`config.mk`:
```
export PLATFORM = sky130hd
export DESIGN_NAME = comp_frame_max
export DESIGN_NICKNAME = d
export VERILOG_FILES = /design/src/rtl/comp_frame_max.sv
export SDC_FILE = /design/constraint.sdc
export NUM_CORES = 1
export LEC_CHECK = 0
export BUFFER_PORTS_ARGS = -buffer_cell sky130_fd_sc_hd__buf_2
export CAP_MARGIN = 10
export CORE_AREA = 2 2 85 71
export DETAILED_ROUTE_END_ITERATION = 12
export DIE_AREA = 0 0 87 73
export GPL_TIMING_DRIVEN = 0
export PLACE_DENSITY_LB_ADDON = 0.2
export SETUP_SLACK_MARGIN = 0.3
export SYNTH_ARGS = -nofsm -noshare
export SYNTH_HDL_FRONTEND = slang
export SYNTH_SLANG_ARGS = --single-unit
export TNS_END_PERCENT = 30
```
`constraint.sdc`:
```
create_clock -name clk -period 5.3 [get_ports clk]
set_input_delay 1.325 -clock clk [delete_from_list [all_inputs] [get_ports clk]]
set_output_delay 1.325 -clock clk [all_outputs]
set_load 0.02 [all_outputs]
```
`src/rtl/comp_frame_max.sv`:
```
// Frame reducer behind the 4-bit comparator: per-frame unsigned/signed
// maxima of the comparator winners, beat count and verdict-mismatch count.
module comp_frame_max #(
  parameter int W    = 4,
  parameter int CNTW = 8
) (
  input  logic            clk,
  input  logic            reset,
  input  logic            in_valid,
  output logic            in_ready,
  input  logic            in_last,
  input  logic [W-1:0]    a,
  input  logic [W-1:0]    b,
  input  logic            ans1,
  input  logic            ans2,
  output logic            out_valid,
  input  logic            out_ready,
  output logic [W-1:0]    out_umax,
  output logic [W-1:0]    out_smax,
  output logic [CNTW-1:0] out_beats,
  output logic [CNTW-1:0] out_mismatch
);

  typedef enum logic [1:0] {
    IDLE,
    ACC,
    HOLD
  } state_t;

  state_t state;
  state_t state_nxt;

  logic [W-1:0]    uw;
  logic [W-1:0]    sw;
  logic            mis;
  logic            take;

  logic [W-1:0]    umax_q;
  logic [W-1:0]    smax_q;
  logic [CNTW-1:0] beats_q;
  logic [CNTW-1:0] mism_q;

  logic [W-1:0]    umax_d;
  logic [W-1:0]    smax_d;
  logic [CNTW-1:0] beats_d;
  logic [CNTW-1:0] mism_d;

  function automatic logic [CNTW-1:0] sat_inc(
    input logic [CNTW-1:0] c,
    input logic            inc
  );
    if (inc && (c != '1)) begin
      return c + CNTW'(1);
    end
    return c;
  endfunction

  assign in_ready  = (state != HOLD);
  assign out_valid = (state == HOLD);
  assign take      = in_valid & in_ready;

  // Comparator flags are taken as the verdict; a and b are only selected.
  assign uw  = ans1 ? a : b;
  assign sw  = ans2 ? a : b;
  assign mis = ans1 ^ ans2;

  always_comb begin
    umax_d  = umax_q;
    smax_d  = smax_q;
    beats_d = beats_q;
    mism_d  = mism_q;
    if (state == IDLE) begin
      umax_d  = uw;
      smax_d  = sw;
      beats_d = CNTW'(1);
      mism_d  = CNTW'(mis);
    end else begin
      if (uw > umax_q) begin
        umax_d = uw;
      end
      if ($signed(sw) > $signed(smax_q)) begin
        smax_d = sw;
      end
      beats_d = sat_inc(beats_q, 1'b1);
      mism_d  = sat_inc(mism_q, mis);
    end
  end

  always_comb begin
    state_nxt = state;
    unique case (1'b1)
      (state == IDLE),
      (state == ACC): begin
        if (take) begin
          state_nxt = in_last ? HOLD : ACC;
        end
      end
      (state == HOLD): begin
        if (out_ready) begin
          state_nxt = IDLE;
        end
      end
      default: state_nxt = IDLE;
    endcase
  end

  always_ff @(posedge clk or negedge reset) begin
    if (!reset) begin
      state <= IDLE;
    end else begin
      state <= state_nxt;
    end
  end

  always_ff @(posedge clk or negedge reset) begin
    if (!reset) begin
      umax_q  <= '0;
      smax_q  <= '0;
      beats_q <= '0;
      mism_q  <= '0;
    end else if (take) begin
      umax_q  <= umax_d;
      smax_q  <= smax_d;
      beats_q <= beats_d;
      mism_q  <= mism_d;
    end
  end

  // Results land on the edge that accepts the last beat and then hold.
  always_ff @(posedge clk or negedge reset) begin
    if (!reset) begin
      out_umax     <= '0;
      out_smax     <= '0;
      out_beats    <= '0;
      out_mismatch <= '0;
    end else if (take && in_last) begin
      out_umax     <= umax_d;
      out_smax     <= smax_d;
      out_beats    <= beats_d;
      out_mismatch <= mism_d;
    end
  end

endmodule

```
; ---- Yosys cells after proc, flatten, opt, wreduce, memory -nomap -nowiden
; Index checks and enable logic that the tools add are counted.
[word_totals]
elab_cells = 47
input_bits = 15
regBits = 50
[classes]
reduce_logical = 5
n_bitwise = 2
magnitude_cmp = 2
n_eq_ne = 7
n_addsub = 2
n_mux = 20
[op_table]
columns = cell, n
row1 = two-way mux 8 bit, 6
row2 = two-way mux 4 bit, 6
row3 = "adder 8 x 1 -> 8 bit, second input constant", 2
row4 = "inequality test 8 bit, second input constant", 2
row5 = > comparator 4 bit, 2
row6 = two-way mux 2 bit, 3
row7 = two-way mux 1 bit, 4
row8 = "inequality test 2 bit, second input constant", 2
row9 = case mux 2 bit (2 select lines), 1
row10 = "== test 2 x 1 -> 1 bit, second input constant", 1
row11 = "== test 2 bit, second input constant", 1
row12 = logical AND 1 bit, 2
row13 = zero test 2 bit, 1
row14 = "inequality test 2 x 1 -> 1 bit, second input constant", 1
row15 = AND reduction 2 bit, 1
row16 = OR reduction 2 bit, 1
row17 = AND 1 bit, 1
row18 = XOR 1 bit, 1

; ---- Logic depth before layout (Yosys ltp)
[depth]
word_depth = 6
ltp_mapped = 8
ltp_nobuf = 7

; ---- Worst setup path after synthesis
; OpenSTA, ideal clock, no wires.
[synth_timing]
path_type = input to register
start = input port ans1
end = register umax_q[0]
arrival_ns = 3.241
required_ns = 5.172
setup_time_ns = 0.128
slack_ns = 1.931
path_stages = 7
cell_sequence = buf_4 > mux2_2 > ha_1 > and4b_4 > a2111oi_4 > nor3_4 > mux2_1
[synth_between]
elab_chain_cells = 4
[synth_lines]
columns = item, line
row1 = "start, declared", 14  ; input logic ans1,
row2 = two-way mux 4 bit *, 63  ; assign uw = ans1 ? a : b;
row3 = > comparator 4 bit, 78  ; if (uw > umax_q) begin
row4 = two-way mux 4 bit, 78
row5 = two-way mux 4 bit *, 72  ; if (state == IDLE) begin
row6 = "end signal, assigned", 122  ; umax_q <= umax_d;
row7 = "end, declared", 38  ; logic [W-1:0] umax_q;
; Mark *: on every way between the ends. The rest lies on a longest branch, timed or not.
; A chain may end at the register's enable or synchronous reset.

; ---- Final worst setup path
[layout_timing]
start = input port ans1
end = register umax_q[3]
; Same word-level chain as after synthesis.

==> results.sh <==
export IMPL_grt_pass1_vias=2143
export IMPL_wl_per_cell_um=15.4
export IMPL_synth_ff_type="dfrtp_1"
export IMPL_synth_fp_nets=308
export IMPL_clk_pin_slew_ps=100
export IMPL_grt_pass1_wl_um=10400
export IMPL_post_cts_buffers=0
export IMPL_cts_tree="yes"
export IMPL_min_period_ps=3190
export IMPL_synth_compound_area_share=0.190
export IMPL_finClkSkew_ps=10.0
export IMPL_synthSimpleGateAreaFrac=0.150
export IMPL_portBuffers=38
export IMPL_required_ps=5500
export IMPL_tightest_slew_ps=779
export IMPL_critPathLaunchType="input port"
export IMPL_max_freq_mhz=313
export IMPL_synth_most_common_cell="dfrtp_1"
export IMPL_finalSetupViolations=0
export IMPL_cts_buffers=5
export IMPL_initial_core_util=0.522
export IMPL_route_vias_total=2242
export IMPL_drc=0
export IMPL_synthToLayoutAreaGrowth_pct=12.8
export IMPL_htreeDepth=2
export IMPL_muxShareOfSynthArea=0.116
export IMPL_critPathKind="input port to flop"
export IMPL_num_nets_final=354
export IMPL_routed_via_density=5.66
export IMPL_synth_adder_area_share=0.0428
export IMPL_period_share=0.602
export IMPL_synth_area_top_cells="dfrtp_1, mux2_2, nand2_1, ha_1, mux2i_1"
export IMPL_grt_overflow_total=0
export IMPL_yosysWarnings=0
export IMPL_place_hpwl_um=4440
export IMPL_drtAntennaViolNets=0
export IMPL_post_cts_resized=0
export IMPL_power_mw=1.29
export IMPL_path_max_fanout=6
export IMPL_ir_worst_vdd_mv=0.177
export IMPL_synth_edff_count=0
export IMPL_final_util=0.589
export IMPL_synth_area_mm2=0.00292
export IMPL_core_area_mm2=0.00560
export IMPL_postSynth_asyncResetShare=1.00
export IMPL_cts_root_buf="clkbuf_8"
export IMPL_placed_cell_area_mm2=0.00320
export IMPL_die_w_um=87
export IMPL_synth_top_family_by_area="compound AO/OA/AOI/OAI gates"
export IMPL_clockBufferDepth=2
export IMPL_routabilityCongestion=0.920
export IMPL_hold_class="flop to flop"
export IMPL_die_area_mm2=0.00635
export IMPL_ys_seq_area_frac=0.428
export IMPL_n_antenna_cell=0
export IMPL_end_kind="flop"
export IMPL_final_cell_area_mm2=0.00330
export IMPL_io_pins=41
export IMPL_insertion_delay_ps=300
export IMPL_ys_ff_latch=50
export IMPL_max_slew_margin=0.479
export IMPL_drt_iter0_markers=102
export IMPL_drive_gt1_frac=0.264
export IMPL_synth_xor_area_share=0.0304
export IMPL_rsz0062_at_grt="no"
export IMPL_die_h_um=73
export IMPL_power_leakage_nw=1.55
export IMPL_synth_common_cells="dfrtp_1, nand2_1, mux2_2"
export IMPL_antenna_found_initial=0
export IMPL_routed_wl_um=6100
export IMPL_avgSynthCellArea_um2=10.3
export IMPL_grt_total_usage=0.210
export IMPL_yosys_area_top_type="dfrtp_1"
export IMPL_outcome="completed"
export IMPL_yosysTopAreaCellShare=0.428
export IMPL_postCtsHoldBufs=0
export IMPL_clkSinkCount=50
export IMPL_fp_row_count=25
export IMPL_firstDrtPassIters=4
export IMPL_power_density_mw_per_mm2=390
export IMPL_slew_violations=0
export IMPL_hold_viol=0
export IMPL_holdWs_ps=471
export IMPL_ys_types=56
export IMPL_fin_setup_tns_ps=0
export IMPL_grt_start_max_net_pins=51
export IMPL_cap_violations=0
export IMPL_syn_inst=283
export IMPL_cp_arrival_ps=3390
==> cells by family (layout without fill, tap and decap cells) <==
group	count (synthesis)	after routing
AOI/OAI and AO/OA	72	72
muxes	31	31
buffers and inverters	31	77
and+or+nand+nor	81	81
xor gates and xnor gates	8	8
adders and majority gates	10	10
DFF	50	50
==> where the power goes <==
part	total (mW)	internal [mW]	switching [mW]
combinational	0.527	0.220	0.307
sequential	0.542	0.476	0.0658
clock	0.217	0.0891	0.128
==> sequential cells by signal, summed over array words and instances, names as in the netlist <==
register / count
out_umax: 4
umax_q: 4
state: 2
smax_q: 4
beats_q: 8
out_mismatch: 8
out_beats: 8
mism_q: 8
out_smax: 4
==> critical path: stages <==
cell,delay (ps)
buf_4,160
mux2_2,380
ha_1,350
and4b_4,220
a2111oi_4,520
nor3_4,110
mux2_1,330
==> path summary, 6_finish.rpt <==
check	to	from	slack [ps]	depth (start not counted)
max	umax_q[3]$_DFFE_PN0P_	ans1	2110	7
min	out_beats[4]$_DFFE_PN0P_	out_beats[4]$_DFFE_PN0P_	470	2
max reg2reg	umax_q[3]$_DFFE_PN0P_	umax_q[3]$_DFFE_PN0P_	3230	6
min reg2reg	out_beats[4]$_DFFE_PN0P_	out_beats[4]$_DFFE_PN0P_	470	2
max in group asynchronous	out_beats[6]$_DFFE_PN0P_	reset	3950	2
min in group asynchronous	out_umax[2]$_DFFE_PN0P_	reset	850	1
==> placed cells by master (no fill, tap or decap), types with 2 or more instances in the layout <==
cell,n
a2111oi_4,2
o211ai_1,3
o21ai_0,12
mux2_1,4
xor2_1,2
and3_2,2
and3_1,4
a31oi_1,8
nand4_1,5
a21o_1,5
clkbuf_8,5
inv_1,13
ha_1,10
nand2_1,34
mux2_2,18
clkbuf_1,9
nor3_1,6
clkinv_2,2
mux2i_1,9
a2111o_1,2
a22o_1,8
nand3_1,9
dfrtp_1,50
o31ai_1,5
nor2_1,6
o22ai_1,3
nor2b_1,3
a2bb2oi_1,2
xnor2_1,5
a21oi_1,10
buf_2,45
==> layer usage <==
layer,routed length (um),track usage
met1,3130,0.310
met3,174,0.0351
met4,77,0.0538
met5,0,0
met2,2720,0.321
==> per-stage QoR <==
step	setup WS, ps	instances
after floorplan	1930	283
after global placement	1790	388
after detailed placement	1790	388
after CTS	2120	395
after global routing	2000	396
final	2110	396
==> layout make-up <==
class	instances	area, um^2
Sequential cell	50	1250
Inverter	14	52.6
Timing Repair Buffer	39	210
Clock buffer	5	68.8
Fill cell	489	2300
Multi-Input combinational cell	202	1540
Tap cell	67	83.8
Clock inverter	2	10.0
Buffer	17	76.3
Power figures use the tool's default switching activity.
